**src/rtl/ibex_pkg.sv**
```systemverilog
// Shared core types for PC selection and the redirect controller.
// Holds fetch-mux selector enums, exception cause type and redirect FSM encodings.
// No logic here; types and constants only.
package ibex_pkg;

    // Fetch address source selector
    typedef enum logic [2:0] {
        PC_BOOT = 3'd0,
        PC_JUMP = 3'd1,
        PC_EXC  = 3'd2,
        PC_ERET = 3'd3,
        PC_DRET = 3'd4,
        PC_BP   = 3'd5
    } pc_sel_e;

    // Exception vector selector
    typedef enum logic [1:0] {
        EXC_PC_EXC     = 2'd0,
        EXC_PC_IRQ     = 2'd1,
        EXC_PC_DBD     = 2'd2,
        EXC_PC_DBG_EXC = 2'd3
    } exc_pc_sel_e;

    typedef logic [6:0] exc_cause_t;

    // Redirect sequencer states
    typedef enum logic [1:0] {
        BOOT = 2'd0,
        RUN  = 2'd1,
        HOLD = 2'd2
    } redir_state_e;

    // Bit positions of the one-hot grant vector; higher index = higher priority
    typedef enum logic [2:0] {
        SRC_BRANCH = 3'd0,
        SRC_MRET   = 3'd1,
        SRC_DRET   = 3'd2,
        SRC_EXC    = 3'd3,
        SRC_DEBUG  = 3'd4
    } redir_src_e;

    localparam int unsigned NUM_REDIR_SRC = 5;

endpackage

```
**src/rtl/pc_redirect_ctrl_prio_arb.sv**
```systemverilog
// Fixed-priority picker over eligibility-masked redirect requests.
// Latency: combinational, zero cycles.
// Backpressure: none; stateless, the caller decides when a winner is accepted.
module redirect_prio_arb
    import ibex_pkg::*;
#(
    parameter int unsigned N = NUM_REDIR_SRC
) (
    input  logic [N-1:0] req,
    output logic [N-1:0] win
);

    logic taken;

    // Highest set index wins; at most one bit of win is set
    always_comb begin
        win   = '0;
        taken = 1'b0;
        for (int i = N - 1; i >= 0; i--) begin
            if (req[i] && !taken) begin
                win[i] = 1'b1;
                taken  = 1'b1;
            end
        end
    end

endmodule

```
**src/rtl/pc_redirect_ctrl.sv**
```systemverilog
// PC redirect sequencer: arbitrates redirect sources and drives the fetch-address mux.
// Latency: zero-cycle selection in RUN; a stalled winner is held in registers until accepted.
// Backpressure: fetch_ready_i low freezes the presented redirect (HOLD, busy_o=1), no preemption.
module pc_redirect_ctrl
    import ibex_pkg::*;
#(
    parameter int unsigned SquashCycles = 2
) (
    input  logic       clk_i,
    input  logic       rst_i,
    input  logic       fetch_ready_i,
    input  logic       debug_req_i,
    input  logic       exc_req_i,
    input  logic       exc_is_irq_i,
    input  logic [6:0] exc_cause_i,
    input  logic       dret_req_i,
    input  logic       mret_req_i,
    input  logic       branch_req_i,
    output logic       pc_set_o,
    output logic [2:0] pc_mux_o,
    output logic [1:0] exc_pc_mux_o,
    output logic [6:0] exc_cause_o,
    output logic [4:0] grant_o,
    output logic       flush_o,
    output logic       debug_mode_o,
    output logic       busy_o
);

    localparam logic [3:0] SQUASH_LOAD = 4'(SquashCycles);

    redir_state_e state_q, state_d;
    logic         debug_mode_q;
    logic [3:0]   squash_cnt_q;

    pc_sel_e      hold_mux_q;
    exc_pc_sel_e  hold_exc_mux_q;
    exc_cause_t   hold_cause_q;
    logic [4:0]   hold_grant_q;

    logic [4:0]   req_masked;
    logic [4:0]   win;
    logic         any_win;
    logic         accept;
    logic         latch;

    pc_sel_e      sel_mux;
    exc_pc_sel_e  sel_exc_mux;
    exc_cause_t   sel_cause;

    // Eligibility masking ahead of the priority picker
    always_comb begin
        req_masked             = '0;
        req_masked[SRC_DEBUG]  = debug_req_i & ~debug_mode_q;
        req_masked[SRC_EXC]    = exc_req_i;
        req_masked[SRC_DRET]   = dret_req_i & debug_mode_q;
        req_masked[SRC_MRET]   = mret_req_i;
        req_masked[SRC_BRANCH] = branch_req_i & (squash_cnt_q == 4'd0);
    end

    redirect_prio_arb #(
        .N (NUM_REDIR_SRC)
    ) u_arb (
        .req (req_masked),
        .win (win)
    );

    assign any_win = |win;

    // Mux selections for the current winner
    always_comb begin
        sel_mux     = PC_BOOT;
        sel_exc_mux = EXC_PC_EXC;
        sel_cause   = '0;
        if (win[SRC_DEBUG]) begin
            sel_mux     = PC_EXC;
            sel_exc_mux = EXC_PC_DBD;
        end else if (win[SRC_EXC]) begin
            sel_mux   = PC_EXC;
            sel_cause = exc_cause_i;
            if (debug_mode_q) begin
                sel_exc_mux = EXC_PC_DBG_EXC;
            end else if (exc_is_irq_i) begin
                sel_exc_mux = EXC_PC_IRQ;
            end else begin
                sel_exc_mux = EXC_PC_EXC;
            end
        end else if (win[SRC_DRET]) begin
            sel_mux = PC_DRET;
        end else if (win[SRC_MRET]) begin
            sel_mux = PC_ERET;
        end else if (win[SRC_BRANCH]) begin
            sel_mux = PC_JUMP;
        end
    end

    // Next-state and output decode
    always_comb begin
        state_d      = state_q;
        pc_set_o     = 1'b0;
        pc_mux_o     = PC_BOOT;
        exc_pc_mux_o = EXC_PC_EXC;
        exc_cause_o  = '0;
        grant_o      = '0;
        busy_o       = 1'b0;
        accept       = 1'b0;
        latch        = 1'b0;
        case (state_q)
            BOOT: begin
                pc_set_o = 1'b1;
                busy_o   = 1'b1;
                if (fetch_ready_i) begin
                    state_d = RUN;
                end
            end
            RUN: begin
                pc_set_o     = any_win;
                pc_mux_o     = sel_mux;
                exc_pc_mux_o = sel_exc_mux;
                exc_cause_o  = sel_cause;
                if (any_win) begin
                    if (fetch_ready_i) begin
                        grant_o = win;
                        accept  = 1'b1;
                    end else begin
                        busy_o  = 1'b1;
                        latch   = 1'b1;
                        state_d = HOLD;
                    end
                end
            end
            HOLD: begin
                pc_set_o     = 1'b1;
                pc_mux_o     = hold_mux_q;
                exc_pc_mux_o = hold_exc_mux_q;
                exc_cause_o  = hold_cause_q;
                if (fetch_ready_i) begin
                    grant_o = hold_grant_q;
                    accept  = 1'b1;
                    state_d = RUN;
                end else begin
                    busy_o = 1'b1;
                end
            end
            default: begin
                state_d = BOOT;
            end
        endcase
    end

    // State register
    always_ff @(posedge clk_i or posedge rst_i) begin
        if (rst_i) begin
            state_q <= BOOT;
        end else begin
            state_q <= state_d;
        end
    end

    // Capture the stalled winner so HOLD presents it unchanged
    always_ff @(posedge clk_i or posedge rst_i) begin
        if (rst_i) begin
            hold_mux_q     <= PC_BOOT;
            hold_exc_mux_q <= EXC_PC_EXC;
            hold_cause_q   <= '0;
            hold_grant_q   <= '0;
        end else if (latch) begin
            hold_mux_q     <= sel_mux;
            hold_exc_mux_q <= sel_exc_mux;
            hold_cause_q   <= sel_cause;
            hold_grant_q   <= win;
        end
    end

    // Squash window: reload on every accept, otherwise count down to zero
    always_ff @(posedge clk_i or posedge rst_i) begin
        if (rst_i) begin
            squash_cnt_q <= '0;
        end else if (accept) begin
            squash_cnt_q <= SQUASH_LOAD;
        end else if (squash_cnt_q != 4'd0) begin
            squash_cnt_q <= squash_cnt_q - 4'd1;
        end
    end

    // Debug mode: entered on debug grant, left on dret grant
    always_ff @(posedge clk_i or posedge rst_i) begin
        if (rst_i) begin
            debug_mode_q <= 1'b0;
        end else if (grant_o[SRC_DEBUG]) begin
            debug_mode_q <= 1'b1;
        end else if (grant_o[SRC_DRET]) begin
            debug_mode_q <= 1'b0;
        end
    end

    assign flush_o      = (squash_cnt_q != 4'd0);
    assign debug_mode_o = debug_mode_q;

endmodule

```
**config.mk**
```make
export PLATFORM = sky130hd
export DESIGN_NAME = pc_redirect_ctrl
export DESIGN_NICKNAME = d
export VERILOG_FILES = /design/src/rtl/ibex_pkg.sv /design/src/rtl/pc_redirect_ctrl_prio_arb.sv /design/src/rtl/pc_redirect_ctrl.sv
export SDC_FILE = /design/constraint.sdc
export NUM_CORES = 1
export LEC_CHECK = 0
export ABC_CLOCK_PERIOD_IN_PS = 2600
export BUFFER_PORTS_ARGS = -buffer_cell sky130_fd_sc_hd__buf_4
export CAP_MARGIN = 20
export CORE_MARGIN = 8
export CORE_UTILIZATION = 50
export DETAILED_ROUTE_END_ITERATION = 6
export PLACE_DENSITY = 0.75
export SLEW_MARGIN = 0
export SYNTH_ARGS = -nofsm -noshare
export SYNTH_HDL_FRONTEND = slang
export SYNTH_SLANG_ARGS = --single-unit
```
**constraint.sdc**
```tcl
create_clock -name clk_i -period 2.6 [get_ports clk_i]
set_input_delay 0.52 -clock clk_i [delete_from_list [all_inputs] [get_ports clk_i]]
set_output_delay 0.52 -clock clk_i [all_outputs]
set_load 0.02 [all_outputs]
```
Yosys cells after proc, flatten, opt, wreduce, memory -nomap -nowiden
Index checks and enable logic that the tools add are counted.
{"block": "word_totals", "inputBits": 16, "out_inout_bits": 21, "reg_bits": 24}
{"block": "op_classes", "addsub": 1, "n_reduce_logical": 16, "bitwise_logic": 4, "n_mux": 42, "n_eq_ne": 5}
{"operator": "1-bit 2-to-1 mux", "n": 17}
{"operator": "5-bit 2-to-1 mux", "n": 3}
{"operator": "2-bit 2-to-1 mux", "n": 7}
{"operator": "7-bit 2-to-1 mux", "n": 2}
{"operator": "7-bit one-hot mux with 2 select lines", "n": 1}
{"operator": "5-bit one-hot mux with 2 select lines", "n": 1}
{"operator": "3-bit 2-to-1 mux", "n": 3}
{"operator": "4-bit 2-to-1 mux", "n": 2}
{"operator": "2-bit one-hot mux with 2 select lines", "n": 2}
{"operator": "3-bit one-hot mux with 2 select lines", "n": 1}
{"operator": "5-bit OR reduction", "n": 1}
{"operator": "1-bit logical AND", "n": 4}
{"operator": "1-bit logical NOT", "n": 4}
{"operator": "4-bit logical NOT", "n": 1}
{"operator": "2-bit inequality test, second input constant", "n": 2}
{"operator": "1-bit one-hot mux with 2 select lines", "n": 2}
{"operator": "2-bit nonzero test", "n": 2}
{"operator": "4-bit nonzero test", "n": 1}
{"operator": "4-bit by 1-bit subtractor with 4-bit output, second input constant", "n": 1}
{"operator": "1-bit AND", "n": 3}
{"operator": "1-bit one-hot mux with 3 select lines", "n": 1}
{"operator": "3-bit AND reduction", "n": 1}
{"operator": "2-bit by 1-bit equality test with 1-bit output, second input constant", "n": 1}
{"operator": "2-bit equality test, second input constant", "n": 1}
{"operator": "other kinds (4)", "n": 4}

Longest topological paths before layout
{"block": "logic_depth", "ltp_word": 21, "mapped_depth": 7, "depth_no_buf": 5}

Modules after synthesis
A second synthesis with hierarchy kept.
{"block": "unflattened", "cells_unflattened": 153, "area_unflattened_um2": 1472.7}
{"module": "pc_redirect_ctrl", "cells_each": 147, "area_per_inst_um2": 1417.6, "instances": 1}
{"module": "redirect_prio_arb", "cells_each": 6, "area_per_inst_um2": 55.1, "instances": 1}

Worst setup path after synthesis
No wires, ideal clock.
{"block": "synth_path", "path_type": "reg2out", "startpoint": "reg state_q[1]", "endpoint": "out exc_pc_mux_o[0]", "arrival_ps": 1777, "path_stages_with_launch": 8, "slack_ps": 303, "required_time_ps": 2080, "path_cell_list": "dfrtp_1 -> inv_1 -> ha_1 -> clkbuf_1 -> and2_1 -> buf_2 -> o21ai_0 -> a21boi_0"}
{"block": "synth_via", "elab_chain_cells": 2, "elab_cells_between_ends": 3, "classes_between": "eq/ne: 2; mux: 1"}
{"element": "from (decl)", "line": "pc_redirect_ctrl.sv:31", "text": "redir_state_e state_q, state_d;"}
{"element": "from (signal assigned)", "line": "pc_redirect_ctrl.sv:155", "text": "state_q <= state_d;"}
{"element": "2-bit equality test or 2-bit by 1-bit equality test with 1-bit output (tied branches)", "line": "pc_redirect_ctrl.sv:107", "text": "case (state_q)"}
{"element": "2-bit one-hot mux with 2 select lines *", "line": "pc_redirect_ctrl.sv:107"}
{"element": "to (decl)", "line": "pc_redirect_ctrl.sv:21", "text": "output logic [1:0] exc_pc_mux_o,"}
Mark *: on every way between the ends. The rest lies on a longest branch, timed or not.

Worst setup path in the final report
Same ends and word-level chain as after synthesis.

==> results.toml <==
[worst_setup_path]
cp_cell_sequence = "inv_1 -> ha_2 -> and2_4 -> o21ai_0 -> a21boi_0 -> buf_4"
critPathRequiredTime_ns = 2.08
critPathBufInv = 2
ff2ff_path_depth = 6
slowest_delay_ns = 0.43
cp_top_family = "flip-flops"
cp_max_fo = 12
r2r_start = "state_q[1]"
reg2reg_slack_ns = 0.79
cp-start-kind = "flop"
crit_type = "flop to output pin"
slowest_stage = "dfrtp_1"
cp-end-kind = "output pin"
cp.arrival_ns = 1.95
reg2reg_to = "hold_grant_q[0]"

[place]
dp_hpwl_mm = 2.954
place_ws_ns = 0.2435
port_buffers = 36
gp_congestion = 0.8356

[sta]
tightest_slew_ns = 0.9390
hold_ws_ns = 0.3987
final_hold_viol_count = 0
maxSlewViolCount = 0
rsz0062_at_grt = "false"
max_clock_freq_mhz = 404.7
fin_tns_setup_ns = 0
min_period_over_period = 0.9504
period_minus_slack_ns = 2.471
slew_headroom = 0.3733
finalSetupViolCount = 0
worst_slack_ns = 0.1290
fin_worst_skew_ns = 0.01269

[clocking]
post_cts_resized = 3
cts_root_buffer = "clkbuf_4"
htree_levels = 1
cts_setup_buffers = 0
clock_path_buffers = 2
cts_made_buffers = 3
cts_hold_buf = 0
clock_latency_ns = 0.32
path_clk_slew_ns = 0.14
clock_sink_count = 24
cts_tree = "yes"

[floorplanning]
rows = 20
core_area_um2 = 3003
dieHeight_um = 71.91
num_io_pins = 37
die_area_um2 = 5170
die_w_um = 71.91
initial_utilization = 0.5204

[status]
status = "completed"

[synth]
synth_top_cell_by_area = "dfrtp_1"
synth-compound-area-share = 0.2730
ys.flop_type = "dfrtp_1"
ys_seq_elements = 24
syn_avg_cell_area_um2 = 9.302
yosysTopAreaCellShare = 0.3843
synth_top_family_by_area = "compound AO/OA/AOI/OAI gates"
async_reset_ff_frac = 1.000
synth.distinct_cells = 41
synthCells = 168
syn-num-nets = 190
synth-simple-area-share = 0.2018
syn_area_um2 = 1563
netlist_top_cells_area = "dfrtp_1, o2bb2ai_1, a21boi_0"
synth-edff-count = 0
synth_mux_area_frac = 0.02882
ys_seq_area_frac = 0.3843
synth_warnings = 0
synth_adder_area_share = 0.04804
synth-xor-area-share = 0.005604

[grt]
grt_max_degree = 25
grt.overflow.total = 0
antenna_found_initial = 0
grtUsageTotal = 0.1571
grt_pass1_wl_mm = 6.782
first_global_vias = 1437

[routing]
wl_mm = 3.941
drc = 0
first_pass_iters = 4
ant_nets = 0
routed_via_density = 6.082
drt-initial-drc-count = 101
wl_per_cell_um = 17.06
routed-via-count = 1405

[pwr]
irDropWorstVdd_mv = 0.3801
p_leak_nw = 0.8176
totalPowerFinal_w = 0.001908
powerDensity_nw_per_um2 = 1015

[layout]
area_growth_pct = 20.34
multi_input_area_um2 = 880.8
fillers = 265
drive_gt1_frac = 0.2626
utilization = 0.6263
diodes = 0
regArea_um2 = 600.6
fin_nets = 222

[worst_hold_path]
hp-class = "input port to async pin"

[run]
maxCapViolCount = 0
==> how the worst max path moves through the flow <==
stage	startpoint	end	slack, ns	cells after the start
5_1_grt	state_q[1]	busy_o	0.01	6
6_report	state_q[1]	exc_pc_mux_o[0]	0.13	6
4_1_cts	state_q[1]	exc_pc_mux_o[0]	0.07	6
3_5_place_dp	state_q[1]	exc_pc_mux_o[0]	0.24	6
3_3_place_gp	state_q[1]	busy_o	0.38	6
2_1_floorplan	state_q[1]	exc_pc_mux_o[0]	0.30	7
==> stage by stage <==
step           std cells  instance area, µm²
6_report             231                1881
5_1_grt              231                1881
4_1_cts              231                1877
3_5_place_dp         228                1848
3_3_place_gp         228                1848
2_1_floorplan        168                1563
==> worst register-to-register path: cells and delay by family, from the launching register on <==
kind | cells | cell delay, ns
simple gates | 1 | 0.30
flops | 1 | 0.43
compound gates | 2 | 0.34
buf+inv | 2 | 0.33
fa+ha+maj | 1 | 0.30
==> cell families (layout without fill, tap and decap cells) <==
logic type / after synthesis / after routing
xor+xnor: 1 / 1
compound gates: 54 / 54
fa+ha+maj: 6 / 6
buf+inv: 20 / 50
mux: 4 / 4
flops: 24 / 24
simple gates: 59 / 59
==> state kept, by name, indices dropped and copies added, names as in the netlist <==
name and flops:
hold_grant_q 5, state_q 2, hold_mux_q 3, debug_mode_o 1
squash_cnt_q 4, hold_cause_q 7, hold_exc_mux_q 2
==> report_power, final <==
part	leakage, nW	switching (W)	total (W)	internal (W)
Clock	0.0138	0.000112	0.000166	0.0000542
Combinational	0.498	0.000580	0.00109	0.000515
Sequential	0.306	0.000117	0.000647	0.000530
==> cells in the mapped netlist, types with 2 or more instances <==
| library cell | n |
|---|---|
| nand2b_1 | 4 |
| buf_6 | 2 |
| nand3_1 | 8 |
| nor2_1 | 8 |
| o21ai_0 | 2 |
| nand3b_1 | 2 |
| o2bb2ai_1 | 12 |
| ha_1 | 6 |
| dfrtp_1 | 24 |
| a21o_1 | 2 |
| mux2i_1 | 3 |
| a21oi_1 | 10 |
| or3_1 | 2 |
| a32o_1 | 2 |
| a21boi_0 | 12 |
| nor2b_1 | 4 |
| o211ai_1 | 3 |
| nand2_1 | 21 |
| inv_1 | 8 |
| clkbuf_1 | 9 |
| nand4b_1 | 4 |
==> area by class of cell <==
type	count	share of cell area
clock buffers	3	0.01198
inverters	8	0.01597
multi-input cells	124	0.4684
flip-flops and latches	24	0.3194
well taps	33	0.02196
repair buffers	39	0.1623
==> routing by layer <==
| layer | track usage | wire [µm] | vias to the layer above |
|---|---|---|---|
| met5 | 0 | 0 | - |
| met2 | 0.2662 | 1934 | 49 |
| met1 | 0.1934 | 1726 | 681 |
| met3 | 0.03168 | 221 | 6 |
| met4 | 0.05215 | 59 | 0 |
| li1 | - | - | 669 |
==> cell usage in the layout (no fill, tap or decap), types with 2 or more instances in the layout <==
cell,Yosys,final
o2bb2ai_1,12,12
a21oi_1,10,10
nor2b_1,4,2
o21ai_0,2,2
a21o_1,2,2
dfrtp_1,24,24
nand3_1,8,8
nor2_1,8,8
nand2b_1,4,4
a21boi_0,12,11
buf_4,0,38
nand4b_1,4,4
clkbuf_4,0,3
ha_1,6,5
or3_1,2,2
a32o_1,2,2
mux2i_1,3,3
nor2b_2,0,2
nand3b_1,2,2
o211ai_1,3,3
inv_1,8,8
nand2_1,21,21
No activity file was read; power rests on OpenSTA's default activity.
